### config.mk
export PLATFORM = sky130hd
export DESIGN_NAME = lo_mix_accum
export DESIGN_NICKNAME = d
export VERILOG_FILES = /design/src/rtl/lo_mix_accum.sv
export SDC_FILE = /design/constraint.sdc
export NUM_CORES = 2
export LEC_CHECK = 0
export ABC_AREA = 1
export CAP_MARGIN = 15
export CORE_ASPECT_RATIO = 0.9
export CORE_MARGIN = 3
export CORE_UTILIZATION = 47
export CTS_CLUSTER_DIAMETER = 150
export DETAILED_ROUTE_END_ITERATION = 16
export HOLD_SLACK_MARGIN = 0.02
export PLACE_DENSITY_LB_ADDON = 0.05
export SLEW_MARGIN = 20
export SYNTH_ARGS = -nofsm -noshare
export SYNTH_HDL_FRONTEND = slang
export SYNTH_SLANG_ARGS = --single-unit
### constraint.sdc
create_clock -name clk -period 3.15 [get_ports clk]
set_clock_uncertainty 0.2 [all_clocks]
set_input_delay 0.315 -clock clk [delete_from_list [all_inputs] [get_ports clk]]
set_output_delay 0.315 -clock clk [all_outputs]
set_load 0.1 [all_outputs]
### src/rtl/lo_mix_accum.sv
// LO mixer and block integrator: multiplies ADC samples by the DDS sin/cos
// and dumps one I/Q pair per block of P accepted samples.
module lo_mix_accum #(
  parameter int DW = 16,
  parameter int LW = 18,
  parameter int NW = 8,
  parameter int OW = 24
) (
  input  logic                 clk,
  input  logic                 reset_n,
  input  logic                 enable,
  input  logic signed [DW-1:0] adc,
  input  logic signed [LW-1:0] cosa,
  input  logic signed [LW-1:0] sina,
  input  logic        [NW-1:0] period,
  output logic signed [OW-1:0] i_out,
  output logic signed [OW-1:0] q_out,
  output logic                 out_valid,
  input  logic                 out_ready,
  output logic                 overrun
);

  localparam int PW = DW + LW;
  localparam int AW = PW + NW;

  logic        [NW-1:0] cnt;
  logic        [NW-1:0] p_reg;
  logic        [NW-1:0] p_eff;
  logic        [NW-1:0] p_m1;
  logic                 p_ld;
  logic                 last0;

  logic signed [PW-1:0] pi;
  logic signed [PW-1:0] pq;
  logic                 v1;
  logic                 last1;

  logic signed [AW-1:0] acc_i;
  logic signed [AW-1:0] acc_q;
  logic signed [AW-1:0] sum_i;
  logic signed [AW-1:0] sum_q;
  logic signed [OW-1:0] r_i;
  logic signed [OW-1:0] r_q;
  logic                 d2;

  // Until the first latch after reset, the live period input is used.
  assign p_eff = p_ld ? p_reg : period;
  assign p_m1  = p_eff - {{(NW-1){1'b0}}, 1'b1};
  assign last0 = (cnt == p_m1);

  always_ff @(posedge clk or negedge reset_n) begin
    if (!reset_n) begin
      cnt   <= '0;
      p_reg <= '0;
      p_ld  <= 1'b0;
    end else begin
      p_ld <= 1'b1;
      if (!p_ld) p_reg <= period;
      if (enable) begin
        if (last0) begin
          cnt   <= '0;
          p_reg <= period;
        end else begin
          cnt <= cnt + {{(NW-1){1'b0}}, 1'b1};
        end
      end
    end
  end

  always_ff @(posedge clk or negedge reset_n) begin
    if (!reset_n) begin
      pi    <= '0;
      pq    <= '0;
      v1    <= 1'b0;
      last1 <= 1'b0;
    end else begin
      pi    <= adc * cosa;
      pq    <= adc * sina;
      v1    <= enable;
      last1 <= enable && last0;
    end
  end

  always_comb begin
    sum_i = acc_i + {{NW{pi[PW-1]}}, pi};
    sum_q = acc_q + {{NW{pq[PW-1]}}, pq};
  end

  always_ff @(posedge clk or negedge reset_n) begin
    if (!reset_n) begin
      acc_i <= '0;
      acc_q <= '0;
      r_i   <= '0;
      r_q   <= '0;
      d2    <= 1'b0;
    end else begin
      d2 <= 1'b0;
      if (v1) begin
        if (last1) begin
          acc_i <= '0;
          acc_q <= '0;
          r_i   <= sum_i[AW-1 -: OW];
          r_q   <= sum_q[AW-1 -: OW];
          d2    <= 1'b1;
        end else begin
          acc_i <= sum_i;
          acc_q <= sum_q;
        end
      end
    end
  end

  // A new result replaces any pending one; flag it if it was never taken.
  always_ff @(posedge clk or negedge reset_n) begin
    if (!reset_n) begin
      i_out     <= '0;
      q_out     <= '0;
      out_valid <= 1'b0;
      overrun   <= 1'b0;
    end else begin
      overrun <= 1'b0;
      if (d2) begin
        i_out     <= r_i;
        q_out     <= r_q;
        out_valid <= 1'b1;
        overrun   <= out_valid && !out_ready;
      end else if (out_valid && out_ready) begin
        out_valid <= 1'b0;
      end
    end
  end

endmodule

* After elaboration in Yosys (flattened, before gate mapping) *
Index checks and enable logic that the tools add are counted.

word-level totals
  register bits after elaboration = 270
  bits of input ports = 64
  logic and storage cells = 40

cells by class
  $add $sub $neg = 4
  multiplexer cells = 11
  reductions and logical operators = 6
  equality and inequality tests = 1
  multiply operators = 2

operators with widths
  kind                                               count
  adder 42 bit                                       2
  2-to-1 mux 42 bit                                  2
  multiplier 16 x 18 -> 34 bit                       2
  2-to-1 mux 8 bit                                   4
  adder 8 x 1 -> 8 bit (second input constant)       1
  == test 8 bit                                      1
  subtractor 8 x 1 -> 8 bit (second input constant)  1
  2-to-1 mux 1 bit                                   5
  logical AND 1 bit                                  3
  AND reduction 2 bit                                1
  nonzero test 2 bit                                 1
  logical NOT 1 bit                                  1

* Depth between registers and ports, before layout *
  depth in word-level cells = 5
  depth in mapped cells = 29
  depth with buffers taken out = 27

* Worst setup path after synthesis *
Ideal clock, no wire load.

  path kind = in2reg
  from = input adc[5]
  to = register pq[28]
  library setup time = 117 ps
  data arrival time = 5514 ps
  path slack = -2681 ps
  stages = 21
  cells stage by stage = clkbuf_1 > clkbuf_1 > nand2_1 > fa_1 > inv_1 > fa_1 > inv_1 > fa_1 > fa_1 > fa_1 > fa_1 > inv_1 > ha_1 > nand2_1 > nor2_1 > inv_1 > nor2_1 > nand3_1 > or2_2 > nand4_1 > nand2_1

on the way
  cells in the longest elaborated chain, start to end = 1

ends and longest elaborated chain
  element                       line  RTL
  from (decl)                   12    input logic signed [DW-1:0] adc,
  multiplier 16 x 18 -> 34 bit  78    pq <= adc * sina;
  to (signal assigned)          78
  to (decl)                     34    logic signed [PW-1:0] pq;

No other way between the ends.
A chain may end at the register's enable or synchronous reset.

* Final worst setup path *
  from = input sina[7]
  to = register pq[27]

on the way
  cells in the longest elaborated chain, start to end = 1

ends and longest elaborated chain
  element                       line  RTL
  from (decl)                   14    input logic signed [LW-1:0] sina,
  multiplier 16 x 18 -> 34 bit  78

No other way between the ends.

==> results.sh <==
export IMPL_dp_cells=6942
export IMPL_status="complete, but fails checks"
export IMPL_setup_viol=56
export IMPL_async_flop_share=1.00
export IMPL_ys_top_cells_by_area="fa_1, nand2_1, dfrtp_1, inv_1, ha_1"
export IMPL_clk_latency_ns=0.58
export IMPL_path_clk_slew_ns=0.06
export IMPL_cts_root_buf="clkbuf_16"
export IMPL_slew_viol_final=0
export IMPL_drt_initial_drc_count=2307
export IMPL_hold_viol_final=0
export IMPL_vias=35462
export IMPL_violations="negative setup slack"
export IMPL_hpwl_mm=93.1
export IMPL_top_layer="met5"
export IMPL_hold_class="input port to asynchronous set/reset pin"
export IMPL_start_kind="input port"
export IMPL_dr_wl_met3_mm=6.71
export IMPL_cts_buffers=29
export IMPL_place_ws_ns=-2.97
export IMPL_grt_pass1_wl_mm=196
export IMPL_post_route_drc_count=0
export IMPL_nNetsFinal=6986
export IMPL_min_period_ns=5.04
export IMPL_grt_pass1_vias=35636
export IMPL_slew_headroom=0.312
export IMPL_dieArea_um2=87800
export IMPL_final_cells=7229
export IMPL_met2_length_mm=54.3
export IMPL_gp_congestion=0.976
export IMPL_max_freq_mhz=198
export IMPL_htree_levels=1
export IMPL_syn_num_nets=6404
export IMPL_largest_registers="acc_i x42, acc_q x42"
export IMPL_met1_length_mm=58.7
export IMPL_synth_distinct_cells=39
export IMPL_syn_area_um2=39600
export IMPL_syn2layout_area_growth_pct=32.6
export IMPL_drive_above_1_share=0.239
export IMPL_io_pins=114
export IMPL_synth_top_flop_cell="dfrtp_1"
export IMPL_ys_top_cells_by_count="nand2_1, inv_1, fa_1"
export IMPL_grt_usage=0.279
export IMPL_final_antenna_net_count=0
export IMPL_grt_max_degree=88
export IMPL_syn_inst=5502
export IMPL_synth_seq_cells=270
export IMPL_rsz0062_at_grt="true"
export IMPL_drtPass1Iterations=5
export IMPL_die_w_um=312
export IMPL_core_area_um2=83100
export IMPL_synth_most_common_cell="nand2_1"
export IMPL_tightest_slew_ns=1.03
export IMPL_ys_seq_area_frac=0.171
export IMPL_cts_tree="yes"
export IMPL_cts_buffer_depth=3
export IMPL_overflow=0
export IMPL_cp_max_fo=4
export IMPL_syn_area_per_cell_um2=7.20
export IMPL_wl_per_cell_um=17.0
export IMPL_yosysTopAreaCellShare=0.294
export IMPL_drv_cap=0
export IMPL_viasPerCell=4.91
export IMPL_synth_top_cell_by_area="fa_1"
export IMPL_start_util=0.477
export IMPL_finalWirelength_mm=123
export IMPL_dpl_cell_area_um2=46200
export IMPL_setup_slack_ns=-1.89
export IMPL_crit_type="input port to flop"
export IMPL_arrival_ns=5.32
export IMPL_rows=100
export IMPL_post_route_period_util=1.60
export IMPL_crit_path_end_kind="flop"
export IMPL_synth_edf_count=0
export IMPL_final_area_um2=52500
export IMPL_floorplan_die_height_um=281
export IMPL_final_fill_count=7489
export IMPL_cts_sink_count=270
export IMPL_port_buffers=113
export IMPL_antenna_found_initial=4
export IMPL_required_ns=3.43
export IMPL_yosys_warnings=0
## metal layers
metal | up-vias | GRT usage
li1 | 17214 | -
met1 | 17179 | 0.419
met2 | 911 | 0.445
met3 | 154 | 0.0212
met4 | 4 | 0.0577
met5 | - | 0
## cell usage in the layout (no fill, tap or decap), types with 12 or more instances in the layout
cell type     n
ha_1        174
nand3_2      20
buf_6       117
nand3_1     191
dfrtp_1     270
a21oi_2      28
ha_4         75
buf_12       92
nand2_4      48
o21ai_0      43
o21ai_1      12
a21oi_4      29
nor2_4       56
nor2_1      193
o21ai_2      14
nand2_2     112
a21o_1       12
buf_16       12
nand4_1      44
nor2_2       30
a21oi_1      68
clkbuf_16    34
nand3b_1     31
buf_8        24
buf_2        18
inv_2       147
fa_1        523
buf_4       413
fa_2         59
xnor2_1      20
xor2_1       41
nand2_1    1763
inv_1      1197
## metrics by stage
| stage | hold WS, ns | TNS [ns] | util |
|---|---|---|---|
| 2_1_floorplan | -0.181 | -95.72 | - |
| 3_3_place_gp | 0.0841 | -146.24 | 0.556 |
| 3_5_place_dp | 0.0852 | -148.58 | 0.556 |
| 4_1_cts | 0.0603 | -87.56 | 0.612 |
| 5_1_grt | 0.113 | -97.11 | 0.632 |
| 6_report | 0.0718 | -89.36 | 0.632 |
## worst paths after layout
| check | slack, ns | to | from | depth (start not counted) |
|---|---|---|---|---|
| hold reg to reg | 0.27 | i_out[15] | i_out[15] | 2 |
| setup / recovery | -1.89 | pq[27] | sina[7] | 22 |
| hold / removal | 0.07 | i_out[14] | reset_n | 2 |
| max in group asynchronous | 1.89 | acc_q[22] | reset_n | 3 |
| setup reg to reg | 0.23 | r_q[0] | pq[0] | 12 |
| min in group clk | 0.10 | pi[0] | cosa[0] | 5 |
## logic make-up after synthesis
logic type                 count (synthesis)  share of synthesized area
other                                      1                  0.0000947
adders and majority gates                838                      0.375
buffers and inverters                   1518                      0.144
DFF                                      270                      0.171
xor gates and xnor gates                  76                     0.0168
and+or+nand+nor                         2543                      0.257
AOI/OAI and AO/OA                        256                     0.0360
## final cells by class
cell class	instances	area, µm²	share of cell area
Multi-Input combinational cell	3714	30600	0.582
Clock inverter	16	215	0.00410
Clock buffer	37	806	0.0153
Tap cell	1122	1400	0.0267
Inverter	1355	5120	0.0975
Antenna cell	1	2.50	0.0000476
Timing Repair Buffer	714	7640	0.145
Sequential cell	270	6760	0.129
## repair_timing
| item | CTS | global route |
|---|---|---|
| pin swaps | 317 | 249 |
| setup buffers | 165 | 55 |
| hold buffers | 1 | 0 |
| cloned | 24 | 5 |
| endpoints found under the setup margin | 58 | 58 |
| endpoints found under the hold margin | 270 | 0 |
| resized for setup | 706 | 358 |
## worst max-delay path, stage by stage
cell	delay [ns]
buf_2	0.22
buf_8	0.16
buf_12	0.10
nand2_1	0.04
inv_1	0.06
fa_1	0.44
fa_1	0.54
fa_1	0.60
fa_2	0.44
fa_1	0.52
inv_2	0.04
fa_1	0.55
inv_2	0.06
ha_4	0.32
nand2_4	0.08
nor2_2	0.09
inv_2	0.06
buf_4	0.13
nor2_2	0.11
nand4_1	0.11
nand3_2	0.10
xor2_2	0.21
Power is left out: the tool's default activity adds up to more than one toggle a clock period on the data nets, which glitch-free logic cannot reach.
